**config.mk**
```make
export PLATFORM = sky130hd
export DESIGN_NAME = tile_sequencer
export DESIGN_NICKNAME = d
export VERILOG_FILES = /design/src/rtl/tile_pkg.sv /design/src/rtl/tile_fifo.sv /design/src/rtl/tile_sequencer.sv
export SDC_FILE = /design/constraint.sdc
export NUM_CORES = 1
export LEC_CHECK = 0
export BUFFER_PORTS_ARGS = -buffer_cell sky130_fd_sc_hd__buf_2
export CAP_MARGIN = 0
export CORE_MARGIN = 3
export CORE_UTILIZATION = 62
export CTS_CLUSTER_SIZE = 40
export DETAILED_ROUTE_END_ITERATION = 10
export PLACE_DENSITY = 0.84
export RECOVER_POWER = 50
export SLEW_MARGIN = 40
export SYNTH_ARGS = -nofsm -noshare
export SYNTH_HDL_FRONTEND = slang
export SYNTH_SLANG_ARGS = --single-unit
```
**constraint.sdc**
```tcl
create_clock -name clk -period 4.9 [get_ports clk]
set_input_delay 0.49 -clock clk [delete_from_list [all_inputs] [get_ports clk]]
set_output_delay 0.49 -clock clk [all_outputs]
set_load 0.01 [all_outputs]
```
**src/rtl/tile_pkg.sv**
```systemverilog
// Shared lane type, state encoding and lane helper for the Piano Tiles sequencer.
package tile_pkg;

    localparam int NUM_LANES = 4;
    localparam int LANE_W    = 2;

    typedef logic [LANE_W-1:0] lane_t;

    typedef enum logic [1:0] {
        IDLE,
        FILL,
        RUN
    } seq_state_t;

    // Neighbouring lane, wrapping 3 back to 0.
    function automatic lane_t next_lane(input lane_t lane);
        return lane + lane_t'(1);
    endfunction

endpackage

```
**src/rtl/tile_fifo.sv**
```systemverilog
// Small lane FIFO with registered count/valid/full. A push into a full FIFO is
// accepted only when a pop happens in the same cycle.
module tile_fifo
    import tile_pkg::*;
#(
    parameter int DEPTH = 8,
    localparam int AW = $clog2(DEPTH),
    localparam int CW = AW + 1
) (
    input  logic          clk,
    input  logic          rst_n,
    input  logic          flush,
    input  logic          push,
    input  logic          pop,
    input  lane_t         wdata,
    output logic          push_ok,
    output logic          pop_ok,
    output lane_t         rdata,
    output logic          valid,
    output logic          full,
    output logic [CW-1:0] count
);

    lane_t         mem [DEPTH];
    logic [AW-1:0] wr_ptr;
    logic [AW-1:0] rd_ptr;
    logic [CW-1:0] count_next;

    assign pop_ok  = pop && valid;
    assign push_ok = push && (!full || pop_ok);
    assign rdata   = valid ? mem[rd_ptr] : '0;

    always_comb begin
        count_next = count;
        case ({push_ok, pop_ok})
            2'b10:   count_next = count + CW'(1);
            2'b01:   count_next = count - CW'(1);
            default: count_next = count;
        endcase
    end

    always_ff @(posedge clk) begin
        if (push_ok && !flush)
            mem[wr_ptr] <= wdata;
    end

    // Pointers wrap naturally because DEPTH is a power of two.
    always_ff @(posedge clk or negedge rst_n) begin
        if (!rst_n) begin
            wr_ptr <= '0;
            rd_ptr <= '0;
            count  <= '0;
            valid  <= 1'b0;
            full   <= 1'b0;
        end else if (flush) begin
            wr_ptr <= '0;
            rd_ptr <= '0;
            count  <= '0;
            valid  <= 1'b0;
            full   <= 1'b0;
        end else begin
            if (push_ok)
                wr_ptr <= wr_ptr + AW'(1);
            if (pop_ok)
                rd_ptr <= rd_ptr + AW'(1);
            count <= count_next;
            valid <= (count_next != '0);
            full  <= (count_next == CW'(DEPTH));
        end
    end

endmodule

```
**src/rtl/tile_sequencer.sv**
```systemverilog
// Turns the random word into a repeat-limited stream of tile lanes buffered in a FIFO.
// Optional TILE_SEQ_STATS_EN adds a saturating spawn_count output.
module tile_sequencer
    import tile_pkg::*;
#(
    parameter int RND_BITS   = 5,
    parameter int DEPTH      = 8,
    parameter int PREFILL    = 4,
    parameter int MAX_REPEAT = 2
) (
    input  logic                     clk,
    input  logic                     rst_n,
    input  logic [RND_BITS-1:0]      rnd_data,
    input  logic                     start,
    input  logic                     stop,
    input  logic                     spawn_tick,
    input  logic                     tile_ready,
    output logic                     tile_valid,
    output logic [LANE_W-1:0]        tile_lane,
    output logic [$clog2(DEPTH):0]   fill_level,
    output logic                     running,
    output logic                     overflow
`ifdef TILE_SEQ_STATS_EN
    ,
    output logic [15:0]              spawn_count
`endif
);

    localparam int CW   = $clog2(DEPTH) + 1;
    localparam int RC_W = $clog2(MAX_REPEAT + 1);

    seq_state_t      state;
    lane_t           last_lane;
    logic            last_valid;
    logic [RC_W-1:0] repeat_cnt;

    lane_t cand;
    lane_t lane;
    logic  redirect;
    logic  push_req;
    logic  push_ok;
    logic  pop_ok;
    logic  full;
    logic  fill_done;
    logic  unused_rnd;

    assign cand       = rnd_data[LANE_W-1:0];
    assign unused_rnd = ^rnd_data;
    assign redirect   = last_valid && (cand == last_lane) && (repeat_cnt == RC_W'(MAX_REPEAT));
    assign lane       = redirect ? next_lane(cand) : cand;

    assign push_req  = !stop && ((state == FILL) || ((state == RUN) && spawn_tick));
    // A simultaneous pop keeps the level flat, so only a bare push can reach PREFILL.
    assign fill_done = push_ok && !pop_ok && (fill_level == CW'(PREFILL - 1));

    tile_fifo #(
        .DEPTH (DEPTH)
    ) u_fifo (
        .clk     (clk),
        .rst_n   (rst_n),
        .flush   (stop),
        .push    (push_req),
        .pop     (tile_ready),
        .wdata   (lane),
        .push_ok (push_ok),
        .pop_ok  (pop_ok),
        .rdata   (tile_lane),
        .valid   (tile_valid),
        .full    (full),
        .count   (fill_level)
    );

    always_ff @(posedge clk or negedge rst_n) begin
        if (!rst_n) begin
            state      <= IDLE;
            running    <= 1'b0;
            overflow   <= 1'b0;
            last_lane  <= '0;
            last_valid <= 1'b0;
            repeat_cnt <= '0;
        end else if (stop) begin
            state      <= IDLE;
            running    <= 1'b0;
            overflow   <= 1'b0;
            last_valid <= 1'b0;
            repeat_cnt <= '0;
        end else begin
            case (state)
                IDLE: begin
                    if (start)
                        state <= FILL;
                end
                FILL: begin
                    if (fill_done) begin
                        state   <= RUN;
                        running <= 1'b1;
                    end
                end
                RUN: begin
                    if (spawn_tick && full && !push_ok)
                        overflow <= 1'b1;
                end
                default: begin
                    state   <= IDLE;
                    running <= 1'b0;
                end
            endcase

            // Dropped tiles never reach here, so lane history only tracks accepted pushes.
            if (push_ok) begin
                if (last_valid && (lane == last_lane))
                    repeat_cnt <= repeat_cnt + RC_W'(1);
                else
                    repeat_cnt <= RC_W'(1);
                last_lane  <= lane;
                last_valid <= 1'b1;
            end
        end
    end

`ifdef TILE_SEQ_STATS_EN
    always_ff @(posedge clk or negedge rst_n) begin
        if (!rst_n)
            spawn_count <= '0;
        else if (stop)
            spawn_count <= '0;
        else if (push_ok && (spawn_count != 16'hFFFF))
            spawn_count <= spawn_count + 16'd1;
    end
`endif

endmodule

```
==> results by group <==
Finish
  – Final Net Count: 188
  – Post-Layout Cell Count: 202
  – Finished Core Util: 69.8%
  – Share of layout cells above drive strength 1: 13.5%
  – Commonest non-fill, non-tap cell in the layout: dfrtp_1
  – Antenna cell count: 0
  – Layout fillers: 213
  – Synth-to-layout area growth: 6.23%
  – Most frequent cells in the layout: 21 x dfrtp_1, 16 x nor2_1, 16 x edfxtp_1

Clocking
  – Max Root-Sink Buffers: 2
  – CTS Hold Bufs: 0
  – Clk sink count: 37
  – H-tree depth: 2
  – CTS Buf Count: 5
  – Root Buffer: clkbuf_4
  – Clk slew on worst S/H paths: 110 ps
  – Resize count post-CTS: 0
  – CTS tree: done
  – Setup Buffers After CTS: 0
  – Worst-Skew Late Latency: 330 ps

STA
  – Final WS setup: 1970 ps
  – Clock Skews: 10.4 ps
  – Period utilization: 59.9%
  – Setup total negative slack: 0 ps
  – Hold Fails Final Rpt: 0
  – Highest Clock Rate: 341 MHz
  – Final setup viols: 0
  – Minimum clock period: 2930 ps
  – RSZ-0062 raised after global routing: false
  – Final Slew Violations: 0
  – Worst rel slew slack: 22.9%
  – Worst slew pin tran: 1160 ps

Critical path
  – Crit. path cell count: 9
  – Crit path largest cell delay: 560 ps
  – Setup CP Type: flip-flop to flip-flop
  – CP startpoint kind: flip-flop
  – CP Capture Type: flip-flop
  – Critical-path top delay cell: a221o_1
  – Crit-path cells: nand2_1 -> a221o_1 -> ha_1 -> xor2_1 -> ha_1 -> a21oi_1 -> mux2_2 -> xor2_1 -> a2111oi_2
  – Reg2Reg Setup Slack: 1970 ps
  – Max FO, Critical Path: 12
  – CP Buf/Inv Count: 0
  – Worst EP arrival: 3150 ps
  – Delay-heaviest family, CP: compound AO/OA/AOI/OAI gates
  – Worst reg2reg path depth: 9
  – Req. time, crit path: 5120 ps

Global route
  – Vias in the first global route: 1,174
  – Initial antenna violation count: 0
  – First-pass GRT wire length: 5.26 mm
  – Congestion Overflow GR: 0
  – Total track usage: 19.9%
  – Largest net degree at the start of global routing: 22

Place
  – Port bufs: 16
  – Setup Slack @ Placement: 1870 ps
  – Final GP Congestion: 0.782
  – Dpl hpwl: 2.24 mm
  – Placed cell count: 194

Power
  – Comb pwr share: 19.7%
  – Sequential share of power: 57.6%
  – Switching portion of total power: 29.4%
  – Power density over the cells: 332 nW/um2
  – Peak supply drop: 286 uV
  – LEAKAGE: 0.819 nW
  – Switching pwr: 0.190 mW
  – Cell Int Power: 0.456 mW
  – Fraction of power consumed by the clock network: 22.7%

Synth
  – Synth Warn #: 0
  – Post-synth ARST share: 56.8%
  – Top_reg_cell synth: dfrtp_1
  – EDFF count, synth: 16
  – Sequential share of the synthesized area: 55.0%
  – Synth Register Bits: 37
  – Syn_nets: 172
  – Distinct cells, synth: 41
  – Post-Syn Area: 1830 um2
  – Yosys top cell area share: 28.7%
  – Mean Syn Cell Area: 11.9 um2
  – Largest area contributor in the synthesized netlist: dfrtp_1
  – Largest cells by area after synthesis: dfrtp_1 29%, edfxtp_1 26%, mux4_2 4.9%
  – Synthesized instance count: 154

Route
  – Via density per instance: 5.77
  – Iteration-0 DRC Markers: 48
  – Vias: 1,166
  – DR pass1 iterations: 4
  – Final WL: 3.07 mm
  – Antenna Nets Post-Route: 0
  – Residual DRC: 0
  – DR WL/cell: 15.2 um

Run status
  – Status: finished, final reports clean

Die
  – Die X: 60.3 um
  – Core region area: 2780 um2
  – DIE AREA: 3640 um2
  – DIE HEIGHT: 60.3 um
  – Initial Util: 65.7%
  – IO Pins: 20
  – FP Rows: 19

Min path
  – Worst hold path class: input port to async pin

Flow run
  – Max Cap Viol: 0
==> power groups by stage <==
| stage | clock network [mW] | registers (mW) | logic [mW] |
|---|---|---|---|
| 5_1_grt | 0.165 | 0.376 | 0.145 |
| 6_report | 0.147 | 0.372 | 0.127 |
| 4_1_cts | 0.151 | 0.371 | 0.131 |
| 3_5_place_dp | 0 | 0.378 | 0.130 |
| 2_1_floorplan | 0 | 0.370 | 0.102 |
| 3_3_place_gp | 0 | 0.376 | 0.126 |
==> routing by layer <==
layer | GRT usage [%] | vias up | part of all wire [%]
met5 | 0 | - | 0
li1 | - | 588 | -
met1 | 27.4 | 553 | 48
met2 | 31.0 | 19 | 47
met4 | 7.59 | 0 | 1.6
met3 | 4.54 | 6 | 3.5
==> worst paths after layout <==
kind,from,to
setup / recovery,u_fifo.valid$_DFF_PN0_,u_fifo.full$_DFF_PN0_
max in group asynchronous,rst_n,u_fifo.count[1]$_DFF_PN0_
hold reg to reg,overflow$_DFFE_PN0P_,overflow$_DFFE_PN0P_
min in group clk,start,state[0]$_DFFE_PN0P_
setup reg to reg,u_fifo.valid$_DFF_PN0_,u_fifo.full$_DFF_PN0_
hold / removal,rst_n,last_lane[0]$_DFFE_PN0P_
==> cell type report <==
cell class	instances	area (um2)	share of cell area (%)
sequential	37	1010	51.8
multi-input combinational	102	748	38.5
timing repair buffer	16	70.1	3.61
clock buffer	7	45.0	2.32
tap	31	38.8	2.00
inverter	8	30.0	1.55
clock inverter	1	3.75	0.193
==> cells by family (layout without fill, tap and decap cells) <==
kind of cell / after synthesis / after routing / synth area share [%]
simple gates: 55 / 55 / 15.8
flops: 37 / 37 / 55.0
compound gates: 22 / 22 / 8.28
buf+inv: 15 / 32 / 3.90
mux: 10 / 10 / 8.35
xor+xnor: 8 / 8 / 3.83
fa+ha+maj: 7 / 7 / 4.79
==> metrics by stage <==
stage	hold slack, ps	area [um2]	power, mW
finish	358	1940	0.645
detailed placement	478	1910	0.509
floorplan	194	1830	0.472
global route	424	1940	0.685
CTS	111	1950	0.654
global placement	475	1910	0.502
==> sequential cells by signal, indices dropped and copies added (netlist names) <==
| signal | cells |
|---|---|
| running | 1 |
| u_fifo.wr_ptr | 3 |
| last_valid | 1 |
| u_fifo.valid | 1 |
| u_fifo.mem | 16 |
| repeat_cnt | 2 |
| u_fifo.full | 1 |
| state | 2 |
| u_fifo.count | 4 |
| u_fifo.rd_ptr | 3 |
| overflow | 1 |
| last_lane | 2 |
==> synthesized netlist by cell type (3+ instances only) <==
cell type and count:
nand2_1 12, ha_1 7, dfrtp_1 21, nor2_1 16, nor3b_1 4, nor3_1 4, xor2_1 7, clkbuf_1 3
nand3_1 3, inv_1 8, o21ai_0 6, edfxtp_1 16, nand2b_1 3, mux2i_1 4, nor2b_1 3, mux4_2 4
a21oi_1 4
No activity file was read; power rests on OpenSTA's default activity.
